<file path="src/rtl/cmd_host_mstr.sv">
// Command host master: sends CMD_BYTES-byte command frames over an 8N1 UART
// and collects response bytes on the return line. It keeps response
// flags and a byte counter, and a watchdog that fires when no response starts.
module cmd_host_mstr #(
  parameter int CMD_BYTES = 3,
  parameter int BAUD_DIV  = 2604,
  parameter int TMO_CYC   = 1000000
) (
  input  logic                   clk,
  input  logic                   rst_n,
  input  logic [8*CMD_BYTES-1:0] cmd,
  input  logic                   send_cmd,
  output logic                   busy,
  output logic                   cmd_sent,
  output logic                   TX,
  input  logic                   RX,
  output logic [7:0]             resp,
  output logic                   resp_rdy,
  input  logic                   clr_resp_rdy,
  output logic [15:0]            resp_cnt,
  output logic                   overrun,
  output logic                   timeout
);

  localparam int FRAME_W = 8 * CMD_BYTES;
  localparam int BAUD_W  = $clog2(BAUD_DIV);
  localparam int BYTE_W  = (CMD_BYTES > 1) ? $clog2(CMD_BYTES) : 1;
  localparam int TMO_W   = $clog2(TMO_CYC + 1);

  localparam logic [BAUD_W-1:0] BAUD_LAST = BAUD_W'(BAUD_DIV - 1);
  localparam logic [BAUD_W-1:0] HALF_LAST = BAUD_W'(BAUD_DIV / 2 - 1);
  localparam logic [BYTE_W-1:0] BYTE_LAST = BYTE_W'(CMD_BYTES - 1);
  localparam logic [TMO_W-1:0]  TMO_LAST  = TMO_W'(TMO_CYC - 1);

  typedef enum logic [1:0] {
    ST_IDLE,
    ST_START,
    ST_DATA,
    ST_STOP
  } uartState_e;

  // ---------------------------------------------------------------------
  // Transmit side
  // ---------------------------------------------------------------------
  uartState_e          txState_q, txState_d;
  logic [BAUD_W-1:0]   txBaud_q, txBaud_d;
  logic [2:0]          txBit_q, txBit_d;
  logic [BYTE_W-1:0]   txByte_q, txByte_d;
  logic [FRAME_W-1:0]  txShift_q, txShift_d;
  logic                cmdSent_q, cmdSent_d;
  logic [7:0]          txCur;
  logic                accept;

  // A request is only taken while the transmitter is idle; this includes
  // the cmd_sent cycle, so frames can be chained without losing a request.
  assign accept = send_cmd && (txState_q == ST_IDLE);
  assign txCur  = txShift_q[FRAME_W-1 -: 8];

  // Transmit FSM next state: walks start/data/stop per byte, oldest byte at the top.
  always_comb begin
    txState_d = txState_q;
    txBaud_d  = txBaud_q;
    txBit_d   = txBit_q;
    txByte_d  = txByte_q;
    txShift_d = txShift_q;
    cmdSent_d = 1'b0;
    case (txState_q)
      ST_IDLE: begin
        if (send_cmd) begin
          txShift_d = cmd;
          txBaud_d  = '0;
          txBit_d   = '0;
          txByte_d  = '0;
          txState_d = ST_START;
        end
      end
      ST_START: begin
        if (txBaud_q == BAUD_LAST) begin
          txBaud_d  = '0;
          txBit_d   = '0;
          txState_d = ST_DATA;
        end else begin
          txBaud_d = txBaud_q + 1'b1;
        end
      end
      ST_DATA: begin
        if (txBaud_q == BAUD_LAST) begin
          txBaud_d = '0;
          if (txBit_q == 3'd7) begin
            txState_d = ST_STOP;
          end else begin
            txBit_d = txBit_q + 1'b1;
          end
        end else begin
          txBaud_d = txBaud_q + 1'b1;
        end
      end
      ST_STOP: begin
        if (txBaud_q == BAUD_LAST) begin
          txBaud_d = '0;
          if (txByte_q == BYTE_LAST) begin
            txState_d = ST_IDLE;
            cmdSent_d = 1'b1;
          end else begin
            txByte_d  = txByte_q + 1'b1;
            txShift_d = txShift_q << 8;
            txState_d = ST_START;
          end
        end else begin
          txBaud_d = txBaud_q + 1'b1;
        end
      end
      default: txState_d = ST_IDLE;
    endcase
  end

  // Transmit FSM state register.
  always_ff @(posedge clk or negedge rst_n) begin
    if (!rst_n) begin
      txState_q <= ST_IDLE;
      txBaud_q  <= '0;
      txBit_q   <= '0;
      txByte_q  <= '0;
      txShift_q <= '0;
      cmdSent_q <= 1'b0;
    end else begin
      txState_q <= txState_d;
      txBaud_q  <= txBaud_d;
      txBit_q   <= txBit_d;
      txByte_q  <= txByte_d;
      txShift_q <= txShift_d;
      cmdSent_q <= cmdSent_d;
    end
  end

  // Serial line level, decoded from state so reset drives it high immediately.
  always_comb begin
    TX = 1'b1;
    case (txState_q)
      ST_START: TX = 1'b0;
      ST_DATA:  TX = txCur[txBit_q];
      default:  TX = 1'b1;
    endcase
  end

  assign busy     = (txState_q != ST_IDLE);
  assign cmd_sent = cmdSent_q;

  // ---------------------------------------------------------------------
  // Receive side
  // ---------------------------------------------------------------------
  uartState_e          rxState_q, rxState_d;
  logic [BAUD_W-1:0]   rxBaud_q, rxBaud_d;
  logic [2:0]          rxBit_q, rxBit_d;
  logic [7:0]          rxShift_q, rxShift_d;
  logic                rxMeta_q, rxSync_q;
  logic                byteDone;
  logic                startOk;

  // Two-flop synchroniser for the asynchronous RX line; idles high.
  always_ff @(posedge clk or negedge rst_n) begin
    if (!rst_n) begin
      rxMeta_q <= 1'b1;
      rxSync_q <= 1'b1;
    end else begin
      rxMeta_q <= RX;
      rxSync_q <= rxMeta_q;
    end
  end

  // Receive FSM next state: confirm start at half a bit, then sample mid-bit.
  always_comb begin
    rxState_d = rxState_q;
    rxBaud_d  = rxBaud_q;
    rxBit_d   = rxBit_q;
    rxShift_d = rxShift_q;
    byteDone  = 1'b0;
    startOk   = 1'b0;
    case (rxState_q)
      ST_IDLE: begin
        if (!rxSync_q) begin
          rxBaud_d  = '0;
          rxState_d = ST_START;
        end
      end
      ST_START: begin
        if (rxBaud_q == HALF_LAST) begin
          rxBaud_d = '0;
          if (!rxSync_q) begin
            startOk   = 1'b1;
            rxBit_d   = '0;
            rxState_d = ST_DATA;
          end else begin
            rxState_d = ST_IDLE;
          end
        end else begin
          rxBaud_d = rxBaud_q + 1'b1;
        end
      end
      ST_DATA: begin
        if (rxBaud_q == BAUD_LAST) begin
          rxBaud_d  = '0;
          rxShift_d = {rxSync_q, rxShift_q[7:1]};
          if (rxBit_q == 3'd7) begin
            rxState_d = ST_STOP;
          end else begin
            rxBit_d = rxBit_q + 1'b1;
          end
        end else begin
          rxBaud_d = rxBaud_q + 1'b1;
        end
      end
      ST_STOP: begin
        if (rxBaud_q == BAUD_LAST) begin
          rxBaud_d  = '0;
          rxState_d = ST_IDLE;
          byteDone  = rxSync_q;
        end else begin
          rxBaud_d = rxBaud_q + 1'b1;
        end
      end
      default: rxState_d = ST_IDLE;
    endcase
  end

  // Receive FSM state register.
  always_ff @(posedge clk or negedge rst_n) begin
    if (!rst_n) begin
      rxState_q <= ST_IDLE;
      rxBaud_q  <= '0;
      rxBit_q   <= '0;
      rxShift_q <= '0;
    end else begin
      rxState_q <= rxState_d;
      rxBaud_q  <= rxBaud_d;
      rxBit_q   <= rxBit_d;
      rxShift_q <= rxShift_d;
    end
  end

  // ---------------------------------------------------------------------
  // Response register, flags and byte counter
  // ---------------------------------------------------------------------
  logic [7:0]  resp_q, resp_d;
  logic        respRdy_q, respRdy_d;
  logic [15:0] respCnt_q, respCnt_d;
  logic        overrun_q, overrun_d;

  // A completed byte always wins over a clear or a counter restart.
  always_comb begin
    resp_d    = resp_q;
    respRdy_d = respRdy_q;
    respCnt_d = respCnt_q;
    overrun_d = overrun_q;
    if (byteDone) begin
      resp_d = rxShift_q;
    end
    if (byteDone) begin
      respRdy_d = 1'b1;
    end else if (clr_resp_rdy) begin
      respRdy_d = 1'b0;
    end
    if (accept) begin
      respCnt_d = byteDone ? 16'd1 : 16'd0;
    end else if (byteDone && (respCnt_q != 16'hFFFF)) begin
      respCnt_d = respCnt_q + 16'd1;
    end
    if (byteDone && respRdy_q && !clr_resp_rdy) begin
      overrun_d = 1'b1;
    end else if (accept) begin
      overrun_d = 1'b0;
    end
  end

  // Response state register.
  always_ff @(posedge clk or negedge rst_n) begin
    if (!rst_n) begin
      resp_q    <= 8'h00;
      respRdy_q <= 1'b0;
      respCnt_q <= 16'd0;
      overrun_q <= 1'b0;
    end else begin
      resp_q    <= resp_d;
      respRdy_q <= respRdy_d;
      respCnt_q <= respCnt_d;
      overrun_q <= overrun_d;
    end
  end

  assign resp     = resp_q;
  assign resp_rdy = respRdy_q;
  assign resp_cnt = respCnt_q;
  assign overrun  = overrun_q;

  // ---------------------------------------------------------------------
  // Response timeout watchdog
  // ---------------------------------------------------------------------
  logic             tmoAct_q, tmoAct_d;
  logic [TMO_W-1:0] tmoCnt_q, tmoCnt_d;
  logic             tmoPulse_q, tmoPulse_d;

  // Armed in the cmd_sent cycle so the pulse lands exactly TMO_CYC later.
  always_comb begin
    tmoAct_d   = tmoAct_q;
    tmoCnt_d   = tmoCnt_q;
    tmoPulse_d = 1'b0;
    if (cmdSent_q) begin
      tmoAct_d = 1'b1;
      tmoCnt_d = TMO_W'(1);
    end else if (tmoAct_q) begin
      if (startOk) begin
        tmoAct_d = 1'b0;
      end else if (tmoCnt_q >= TMO_LAST) begin
        tmoPulse_d = 1'b1;
        tmoAct_d   = 1'b0;
      end else begin
        tmoCnt_d = tmoCnt_q + 1'b1;
      end
    end
  end

  // Watchdog state register.
  always_ff @(posedge clk or negedge rst_n) begin
    if (!rst_n) begin
      tmoAct_q   <= 1'b0;
      tmoCnt_q   <= '0;
      tmoPulse_q <= 1'b0;
    end else begin
      tmoAct_q   <= tmoAct_d;
      tmoCnt_q   <= tmoCnt_d;
      tmoPulse_q <= tmoPulse_d;
    end
  end

  assign timeout = tmoPulse_q;

endmodule
</file>
<file path="config.mk">
export PLATFORM = sky130hd
export DESIGN_NAME = cmd_host_mstr
export DESIGN_NICKNAME = d
export VERILOG_FILES = /design/src/rtl/cmd_host_mstr.sv
export SDC_FILE = /design/constraint.sdc
export NUM_CORES = 1
export LEC_CHECK = 0
export ABC_AREA = 1
export BUFFER_PORTS_ARGS = -buffer_cell sky130_fd_sc_hd__buf_2
export CORE_MARGIN = 8
export CORE_UTILIZATION = 65
export DETAILED_ROUTE_END_ITERATION = 12
export PLACE_DENSITY = 0.92
export SKIP_LAST_GASP = 1
export SYNTH_ARGS = -nofsm -noshare
export SYNTH_HDL_FRONTEND = slang
export SYNTH_SLANG_ARGS = --single-unit
export TNS_END_PERCENT = 5
</file>
<file path="constraint.sdc">
create_clock -name clk -period 3 [get_ports clk]
set_input_delay 0.3 -clock clk [delete_from_list [all_inputs] [get_ports clk]]
set_output_delay 0.3 -clock clk [all_outputs]
set_load 0.01 [all_outputs]
</file>
==> metrics.md <==
| Metric | Value |
|---|---|
| Clock slew at reported path FFs | `0.06 ns` |
| Post-synth top flop | `dfrtp_1` |
| R2r setup slk | `between 0.4 and 0.5 ns` |
| Clock Path Buffers | `2` |
| Critical Path Fanout Max | `21` |
| DR iter-0 viols | `approximately 500` |
| Die area | `13,800 sq um` |
| CORE AREA | `10,100 sq um` |
| IO Count | `just under 60` |
| Headroom to the max-slew limit | `0.264` |
| Post-CTS setup buffers | `0` |
| Total Power | `5.16 mW` |
| Period Utilization, post-route | `0.863` |
| Unrepaired setup endpoints after global routing | `false` |
| GR Util met2 | `0.377` |
| H-tree Lvls | `4` |
| DRC viols | `0` |
| Die Height | `117 um` |
| Met1 GRT Util | `0.280` |
| Via/cell ratio | `5.56` |
| Final wirelength | `15,500 um` |
| CP max-delay cell | `nand2_1` |
| Synth Area in XOR/XNOR | `0.0406` |
| Routability cong. | `0.923` |
| Cell taking the most area after synthesis | `dfrtp_1` |
| CTS Buf Count | `17` |
| Crit. End Element | `register` |
| Syn avg cell area | `~7.6 sq um` |
| Largest family of logic cells by synthesized area | `simple AND/OR/NAND/NOR gates` |
| Most frequent cell after synthesis | `nand2_1` |
| Worst Tran Pin Value | `1.10 ns` |
| CP most frequent cell | `nand2_1` |
| PwrDens | `666 nW/um^2` |
| Min-delay worst type | `in2reg` |
| Yosys cell types | `40` |
| Critical path type | `reg2reg` |
| Met3 usage | `0.0604` |
| Total grt overflow | `0` |
| Compound-Gate Fraction of Synth Area | `0.0696` |
| Worst Hold End | `txShift_q[23]$_DFFE_PN0P_` |
| Design Area, Final | `7750 sq um` |
| Final count of negative-setup-slack endpoints | `0` |
| Largest net degree at the start of global routing | `87` |
| PostCTS Resize Cnt | `0` |
| Clk root buf | `clkbuf_8` |
| Post-synth EDFFs | `0` |
| Global-route wire length before repair | `~27,000 um` |
| Reg2reg start | `tmoCnt_q[0]$_DFFE_PN0P_` |
| Detail Route Antenna Nets | `0` |
| Synthesized cell area | `6690 sq um` |
| Filler instances | `692` |
| Initial antenna violation count | `0` |
| Number of iterations in the first detailed-routing pass | `6` |
| Slew Viols, Final | `0` |
| Post-DP HPWL | `10,100 um` |
| DIE WIDTH | `117 um` |
| GRT Util Overall | `0.229` |
| Synthesis Warnings | `0` |
| Sequential share of power | `0.381` |
| Hold path start | `cmd[23]` |
| CP arrival | `3.00 ns` |
| DR vias | `6,068` |
| Synth top cells by count | `nand2_1 (249), dfrtp_1 (117), nand3_1 (92)` |
| Worst hold stages | `3` |
| Simple-gate portion of the synthesized area | `0.347` |
| Logic pwr share | `0.223` |
| Diode count | `0` |
| CTS tree | `yes` |
| Layout area overhead | `15.9%` |
| Cells after synthesis | `879` |
| Mean routed wirelength per cell | `roughly 14 um` |
| Setup TNS | `0 ns` |
| Sw Pwr | `1.65 mW` |
| Num rows | `37` |
| Status | `complete, no violations` |
| Max cap viols | `0` |
| Worst r2r dst | `tmoCnt_q[8]$_DFFE_PN0P_` |
| Worst Setup SP | `tmoCnt_q[0]$_DFFE_PN0P_` |
| Num Clock Sinks | `around 120` |
| Critical Path RT | `3.41 ns` |
| Clock share of power | `0.396` |
| Clk_lat worst skew | `0.53 ns` |
| Mux contribution to synthesized area | `0` |
| Async S/R FF share, synth | `1.00` |
| Max stage delay on crit path | `0.61 ns` |
| Nets | `just under 1,000` |
| Peak VDD IR | `0.000653 V` |
| Switch share | `0.319` |
| Number of global-route vias before repair | `roughly 5,800` |
| Final Hold Viols | `0` |
| Startpoint Class | `register` |
| Worst-path cell chain | `ha_1, nand2_1, nor2_2, nand2_1, nor2_1, nor2_2, nand2_1, nand3_1, nand2_1` |
| Final Skew | `between 0.01 and 0.015 ns` |
| Dpl cell area | `about 7100 sq um` |
| Initial Utilization | `0.660` |
| P_leak | `3.85 nW` |
| I/O Buffers | `58` |
| Synthesized Nets | `923` |
| Final worst path period need | `2.59 ns` |
| Adder-cell share of the synthesized area | `0.0280` |
| Max frequency | `0.386 GHz` |
| FF-to-FF path depth | `9` |
| Synth top area share | `0.438` |
| Internal | `3.52 mW` |
| Hold bufs inserted after CTS | `10` |
| Register area share after synthesis | `0.445` |
| Layout cells sized above 1 | `0.138` |
| Register bit count reported by yosys | `approximately 120` |
| Top cells by area, synth | `dfrtp_1 (44%), nand2_1 (14%), nand3_1 (6.9%), inv_1 (4.7%), nor2_1 (4.7%)` |
| Most Crowded Layer GR | `met2` |
kinds of logic (layout without fill, tap and decap cells):
logic type | after synthesis | in the layout
AO/OA/AOI/OAI | 89 | 89
XOR/XNOR | 31 | 31
adder cells (fa/ha/maj) | 15 | 15
buffers and inverters | 114 | 191
flip-flops | 119 | 119
AND/OR/NAND/NOR | 511 | 511
power by group through the flow:
stage	sequential, mW	clock, mW	combinational, mW
floorplan	1.95	0	0.859
global placement	1.97	0	1.05
detailed placement	1.98	0	1.09
CTS	1.96	2.06	1.13
global route	1.99	2.14	1.30
finish	1.97	2.05	1.15
area by class of cell:
| type | count | area (sq um) | share of cell area |
|---|---|---|---|
| inverter | 88 | 334 | 0.0431 |
| tap | 136 | 170 | 0.0219 |
| sequential | 119 | 2980 | 0.384 |
| clock buffer | 19 | 442 | 0.0570 |
| timing repair buffer | 71 | 428 | 0.0552 |
| clock inverter | 13 | 154 | 0.0198 |
| multi-input combinational | 646 | 3250 | 0.419 |
state kept, by name, indices dropped and copies added, names as in the netlist, named ones only:
name / flops
rxState_q: 1
txBaud_q: 12
timeout: 1
txState_q: 2
rxSync_q: 1
resp: 8
txBit_q: 3
txByte_q: 2
cmd_sent: 1
resp_rdy: 1
tmoCnt_q: 20
txShift_q: 24
rxShift_q: 8
rxBit_q: 3
tmoAct_q: 1
rxBaud_q: 12
overrun: 1
resp_cnt: 16
rxMeta_q: 1
layout by cell type (no fill, tap or decap), types with 2 or more instances in the layout:
master / count
nor3_1: 20
o22ai_1: 5
o211ai_1: 3
o21ai_0: 53
clkbuf_8: 3
clkbuf_16: 16
dfstp_2: 2
ha_1: 15
dfrtp_1: 117
nor2_1: 83
dlygate4sd3_1: 10
nand4_1: 23
xor2_1: 29
buf_4: 3
clkinv_2: 6
nand3b_1: 8
o21ai_1: 17
a21oi_1: 9
nand3_1: 92
buf_2: 57
bufinv_16: 3
clkinvlp_4: 4
nand3_2: 3
nor2_2: 2
xnor2_1: 2
clkinv_1: 2
nor3_4: 3
nand2_1: 249
or2_2: 18
nor2_4: 2
inv_1: 84
routing by layer:
layer / up-vias / share of wire
li1: 2976 / -
met1: 2857 / 0.43
met2: 207 / 0.49
met3: 28 / 0.061
met4: 0 / 0.019
met5: - / 0
stage by stage:
step,hold WS [ns],worst slack (ns),utilization,cells
final,0.0752,0.411,0.765,1092
after detailed placement,0.284,0.444,0.696,1050
after global placement,0.274,0.512,0.696,1050
after CTS,0.0552,0.447,0.765,1092
after floorplan,0.00441,1.24,-,879
after global routing,0.0774,0.234,0.765,1092
how the worst max path moves through the flow:
stage / end / depth (start not counted) / slack [ns]
after global routing: tmoCnt_q[15]$_DFFE_PN0P_ / 9 / 0.23
after floorplan: txBaud_q[10]$_DFFE_PN0P_ / 9 / 1.24
after CTS: tmoCnt_q[8]$_DFFE_PN0P_ / 9 / 0.45
after detailed placement: tmoCnt_q[0]$_DFFE_PN0P_ / 9 / 0.44
after global placement: tmoCnt_q[0]$_DFFE_PN0P_ / 9 / 0.51
final: tmoCnt_q[8]$_DFFE_PN0P_ / 9 / 0.41
critical path, delay by kind of cell, from the launching register on:
family                   cells  cell delay (ns)
flip-flops                   1             0.46
AND/OR/NAND/NOR              8             1.67
adder cells (fa/ha/maj)      1             0.33
No activity file was read; power rests on OpenSTA's default activity.
